===== src/rtl/sevseg_scroll_ctrl.sv =====
// Scrolling controller for the 4-digit seven-segment multiplexer: buffers decoded
// digit codes in a small FIFO and shifts one into the rightmost digit per scroll period.
module sevseg_scroll_ctrl #(
  parameter int unsigned DEPTH      = 8,
  parameter int unsigned TICK_DIV   = 50_000_000,
  parameter logic [3:0]  CLEAR_CODE = 4'd10
) (
  input  logic                     clk,
  input  logic                     rst_n,
  input  logic                     in_valid,
  input  logic [3:0]               in_digit,
  output logic                     in_ready,
  input  logic                     clear,
  input  logic                     hold,
  output logic [3:0]               dig0,
  output logic [3:0]               dig1,
  output logic [3:0]               dig2,
  output logic [3:0]               dig3,
  output logic [$clog2(DEPTH):0]   fifo_count,
  output logic                     busy
);

  localparam int unsigned PW = $clog2(DEPTH);
  localparam int unsigned CW = PW + 1;
  localparam int unsigned TW = $clog2(TICK_DIV);

  localparam logic [CW-1:0] FULL_CNT  = CW'(DEPTH);
  localparam logic [TW-1:0] TICK_LAST = TW'(TICK_DIV - 2);

  typedef enum logic [1:0] {
    IDLE  = 2'd0,
    SHIFT = 2'd1,
    WAIT  = 2'd2
  } state_t;

  state_t          state;
  logic [PW-1:0]   wr_ptr;
  logic [PW-1:0]   rd_ptr;
  logic [TW-1:0]   tick_cnt;
  logic [3:0]      mem [DEPTH];

  logic            push;
  logic            pop;
  logic [CW-1:0]   count_nxt;
  logic [3:0]      head;

  // Ready looks only at the registered count so a same-cycle pop never frees a full FIFO.
  assign in_ready  = rst_n & ~clear & (fifo_count != FULL_CNT);
  assign push      = in_valid & in_ready;
  assign pop       = (state == SHIFT);
  assign count_nxt = fifo_count + CW'(push) - CW'(pop);
  assign head      = mem[rd_ptr];

  // FIFO storage; push is already blocked during reset and clear.
  always_ff @(posedge clk) begin
    if (push) begin
      mem[wr_ptr] <= in_digit;
    end
  end

  // Scroll FSM, FIFO pointers/count and the display registers.
  always_ff @(posedge clk) begin
    if (!rst_n || clear) begin
      state      <= IDLE;
      tick_cnt   <= '0;
      wr_ptr     <= '0;
      rd_ptr     <= '0;
      fifo_count <= '0;
      busy       <= 1'b0;
      dig0       <= CLEAR_CODE;
      dig1       <= CLEAR_CODE;
      dig2       <= CLEAR_CODE;
      dig3       <= CLEAR_CODE;
    end else begin
      if (push) begin
        wr_ptr <= wr_ptr + PW'(1);
      end
      fifo_count <= count_nxt;
      busy       <= 1'b1;

      case (state)
        IDLE: begin
          tick_cnt <= '0;
          if ((fifo_count != '0) && !hold) begin
            state <= SHIFT;
          end else begin
            state <= IDLE;
            busy  <= (count_nxt != '0);
          end
        end

        SHIFT: begin
          rd_ptr   <= rd_ptr + PW'(1);
          dig3     <= dig2;
          dig2     <= dig1;
          dig1     <= dig0;
          dig0     <= head;
          tick_cnt <= '0;
          state    <= WAIT;
        end

        WAIT: begin
          // The period boundary sees a code pushed in this same cycle.
          if (!hold) begin
            if (tick_cnt == TICK_LAST) begin
              tick_cnt <= '0;
              if (count_nxt != '0) begin
                state <= SHIFT;
              end else begin
                state <= IDLE;
                busy  <= 1'b0;
              end
            end else begin
              tick_cnt <= tick_cnt + TW'(1);
            end
          end
        end

        default: begin
          state    <= IDLE;
          tick_cnt <= '0;
        end
      endcase
    end
  end

endmodule


===== config.mk =====
export PLATFORM = sky130hd
export DESIGN_NAME = sevseg_scroll_ctrl
export DESIGN_NICKNAME = d
export VERILOG_FILES = /design/src/rtl/sevseg_scroll_ctrl.sv
export SDC_FILE = /design/constraint.sdc
export NUM_CORES = 1
export LEC_CHECK = 0
export ABC_AREA = 1
export CAP_MARGIN = 15
export CORE_ASPECT_RATIO = 0.8
export CORE_UTILIZATION = 63
export CTS_CLUSTER_SIZE = 12
export DETAILED_ROUTE_END_ITERATION = 12
export GPL_ROUTABILITY_DRIVEN = 0
export GPL_TIMING_DRIVEN = 0
export PLACE_DENSITY = 0.85
export SLEW_MARGIN = 20
export SYNTH_ARGS = -nofsm -noshare
export SYNTH_HDL_FRONTEND = slang
export SYNTH_SLANG_ARGS = --single-unit

===== constraint.sdc =====
create_clock -name clk -period 4.7 [get_ports clk]
set_input_delay 1.41 -clock clk [delete_from_list [all_inputs] [get_ports clk]]
set_output_delay 1.41 -clock clk [all_outputs]
set_load 0.1 [all_outputs]

==> insert_results.sql <==
INSERT INTO impl_metrics (metric_group, metric, value, unit) VALUES
('routing', 'drt_drc_violations_left', '0', ''),
('global_route', 'grt_antenna_before_repair', '0', ''),
('global_route', 'track_usage', '0.291', ''),
('synth', 'synth_seq_cells', '87', ''),
('worst_setup_path', 'endpoint_kind', 'primary output', ''),
('timing', 'grt_setup_unrepaired', 'false', ''),
('pwr', 'power_leakage', '0.00178', 'µW'),
('timing', 'final.setup.tns', '0', 'ps'),
('floorplan', 'initial_utilization', '0.673', ''),
('worst_setup_path', 'worst_path_largest_cell_delay', '590', 'ps'),
('synth', 'synth.area.top_cells', 'dfxtp_1, edfxtp_1, nand2_1', ''),
('finish', 'post_layout_nonfiller_instances', '647', ''),
('finish', 'drive_gt1_frac', '0.0601', ''),
('clock_network', 'worst_setup_hold_path_clk_slew', '80', 'ps'),
('timing', 'fmax', '223', 'MHz'),
('outcome', 'status', 'finished, final reports clean', ''),
('timing', 'report.final.setup_viol', '0', ''),
('timing', 'timing_max_transition_violations_final', '0', ''),
('synth', 'syn_avg_cell_area', '7.86', 'µm²'),
('worst_setup_path', 'cp.required', '3290', 'ps'),
('floorplan', 'floorplan.die.height', '74.0', 'µm'),
('timing', 'final.period_utilization', '0.953', ''),
('placed_design', 'placed_cells_incl_taps', '631', ''),
('timing', 'worst_hold_slack_across_all_endpoints', '461', 'ps'),
('finish', 'areaGrowthSynthToFinish', '14.1', '%'),
('pwr', 'power.combinational.fraction', '0.045', ''),
('floorplan', 'die_width', '92.0', 'µm'),
('pwr', 'power.switching_fraction', '0.239', ''),
('synth', 'yosysWarningCount', '0', ''),
('synth', 'post_synth_net_total', '540', ''),
('clock_network', 'post-cts-setup-buffer-count', '0', ''),
('placed_design', 'detailedPlacementHpwl', '6810', 'µm'),
('clock_network', 'cts_htree_levels', '3', ''),
('worst_setup_path', 'timing.critical_path.slowest_stage_cell', 'clkdlybuf4s15_2', ''),
('synth', 'synth-main-ff-cell', 'dfxtp_1', ''),
('pwr', 'cellPowerDensity', '278', 'nW/µm²'),
('synth', 'synth_enable_flop_cells', '32', ''),
('worst_setup_path', 'setup.worst_path.start_class', 'input port', ''),
('pwr', 'clkPwrFrac', '0.350', ''),
('clock_network', 'clk_latency', '360', 'ps'),
('timing', 'largest_clock_skew_in_the_final_design', '9.55', 'ps'),
('timing', 'finalWorstPathRequiredPeriod', '4480', 'ps'),
('pwr', 'share_seq_of_total_power', '0.605', ''),
('floorplan', 'io_pins', '31', ''),
('timing', 'max_slew_margin', '0.320', ''),
('synth', 'ys_types', '32', ''),
('worst_setup_path', 'criticalPathCategory', 'in -> out', ''),
('finish', 'post-route-util', '0.768', ''),
('worst_setup_path', 'critical_path.max_fanout', '9', ''),
('floorplan', 'floorplan.rows', '25', ''),
('pwr', 'switching_power', '310', 'µW'),
('routing', 'final_antenna_net_count', '0', ''),
('worst_setup_path', 'critical_path.cell_chain', 'clkdlybuf4s50_1, inv_1, nor2_2, inv_2, a31oi_2, clkdlybuf4s15_2', ''),
('routing', 'drt_pass1_iterations', '5', ''),
('pwr', 'power_report.internal_total', '987', 'µW'),
('finish', 'final_layout_net_count', '581', ''),
('clock_network', 'clock_sinks', '87', ''),
('timing', 'timing.final.hold_violations', '0', ''),
('synth', 'syn_inst', '520', ''),
('synth', 'cell_taking_the_most_area_after_synthesis', 'dfxtp_1', ''),
('job', 'timing.max_cap.violations', '0', ''),
('routing', 'first_iter_violations', '343', ''),
('routing', 'routed-via-count', '3561', ''),
('synth', 'portion_of_synthesized_cell_area_occupied_by_the_leading_cell_type', '0.270', ''),
('routing', 'wire_per_inst', '14.1', 'µm'),
('finish', 'num_antenna_cells', '0', ''),
('placed_design', 'buffers_on_ports', '30', ''),
('clock_network', 'clk_root_buffer_cell', 'clkbuf_8', ''),
('synth', 'yosys-top-cells-count', 'nand2_1, nor2_1, inv_1', ''),
('timing', 'worst_pin_slew', '1020', 'ps'),
('pwr', 'power.ir.vdd_worst', '206', 'µV');
## state kept, by name, indices dropped and copies added (netlist names)
register / count
dig2: 4
fifo_count: 4
mem: 32
dig1: 4
dig0: 4
state: 2
dig3: 4
wr_ptr: 3
rd_ptr: 3
tick_cnt: 26
busy: 1
## layout by cell type (no fill, tap or decap), types with 2 or more instances in the layout
| master | netlist | routed |
|---|---|---|
| clkinvlp_4 | 0 | 4 |
| nand3b_1 | 4 | 4 |
| nor3_1 | 10 | 10 |
| clkbuf_8 | 0 | 9 |
| ha_1 | 10 | 10 |
| inv_1 | 66 | 66 |
| o22ai_1 | 2 | 2 |
| dfxtp_1 | 55 | 55 |
| nand3_1 | 32 | 32 |
| nand2_2 | 2 | 2 |
| clkinv_1 | 1 | 3 |
| nor2_4 | 2 | 2 |
| nor2_2 | 7 | 7 |
| clkdlybuf4s50_1 | 0 | 29 |
| nand4_1 | 6 | 6 |
| clkbuf_1 | 9 | 10 |
| edfxtp_1 | 32 | 32 |
| o211ai_1 | 4 | 4 |
| inv_2 | 3 | 3 |
| o21ai_0 | 35 | 35 |
| nand2_1 | 104 | 104 |
| nor2_1 | 100 | 100 |
| xor2_1 | 6 | 6 |
| xnor2_1 | 3 | 3 |
| a21oi_1 | 17 | 17 |
## cell type report
type / count / area (µm²)
clock inverters: 6 / 37.5
flip-flops and latches: 87 / 2060
fillers: 449 / 1410
clock buffers: 10 / 128
inverters: 70 / 263
repair buffers: 30 / 302
well taps: 81 / 101
multi-input cells: 353 / 1720
plain buffers: 10 / 45.0
## power groups by stage
stage / logic [µW] / clock network, µW / registers (µW)
finish: 58.1 / 454 / 784
CTS: 57.4 / 458 / 784
floorplan: 23.4 / 0 / 813
global placement: 56.3 / 0 / 802
global route: 62.6 / 485 / 785
detailed placement: 57.3 / 0 / 802
## routing by layer
layer	GRT usage	share of wire	vias to the layer above
met5	0	0	-
met3	0.0879	0.10	6
met4	0.0816	0.0057	0
met2	0.431	0.42	181
li1	-	-	1750
met1	0.417	0.47	1624
## worst register-to-register path: stages, from the launching register on
cell,delay (ps)
dfxtp_1,340
inv_1,50
nor2_1,200
clkbuf_1,460
ha_1,340
inv_1,60
ha_1,160
inv_1,60
fa_1,510
nand2_1,60
nor2_1,100
nand2_1,110
a21boi_0,160
o21ai_0,110
## cell families (layout without fill, tap and decap cells)
kind of cell | after synthesis | in the layout | synth area share
AOI/OAI and AO/OA | 62 | 62 | 0.0815
DFF | 87 | 87 | 0.505
and+or+nand+nor | 271 | 271 | 0.284
buffers and inverters | 80 | 126 | 0.0753
xor gates and xnor gates | 9 | 9 | 0.0193
adders and majority gates | 11 | 11 | 0.0355
## per-stage QoR
step | instance area [µm²] | total power [µW] | setup WS, ps
global placement | 4490 | 858 | -377
floorplan | 4090 | 836 | 587
global route | 4660 | 1330 | 114
detailed placement | 4490 | 859 | -342
CTS | 4660 | 1300 | 222
finish | 4660 | 1300 | 223
## timing repair
action | 4_1_cts | 5_1_grt
endpoints found under the hold margin | 0 | 0
hold buffers | 0 | 0
endpoints found under the setup margin | 1 | 0
gates resized for setup | 3 | 0
## path summary, 6_finish.rpt
check	cells after the start	startpoint	slack, ps	to
max	6	rst_n	220	in_ready
min	2	dig3[3]$_SDFFE_PP1N_	460	dig3[3]$_SDFFE_PP1N_
max reg2reg	13	state[0]$_SDFFE_PP0P_	1870	busy$_SDFF_PP0_
min reg2reg	2	dig3[3]$_SDFFE_PP1N_	460	dig3[3]$_SDFFE_PP1N_
Note: power is estimated with default switching activity, not from simulation.
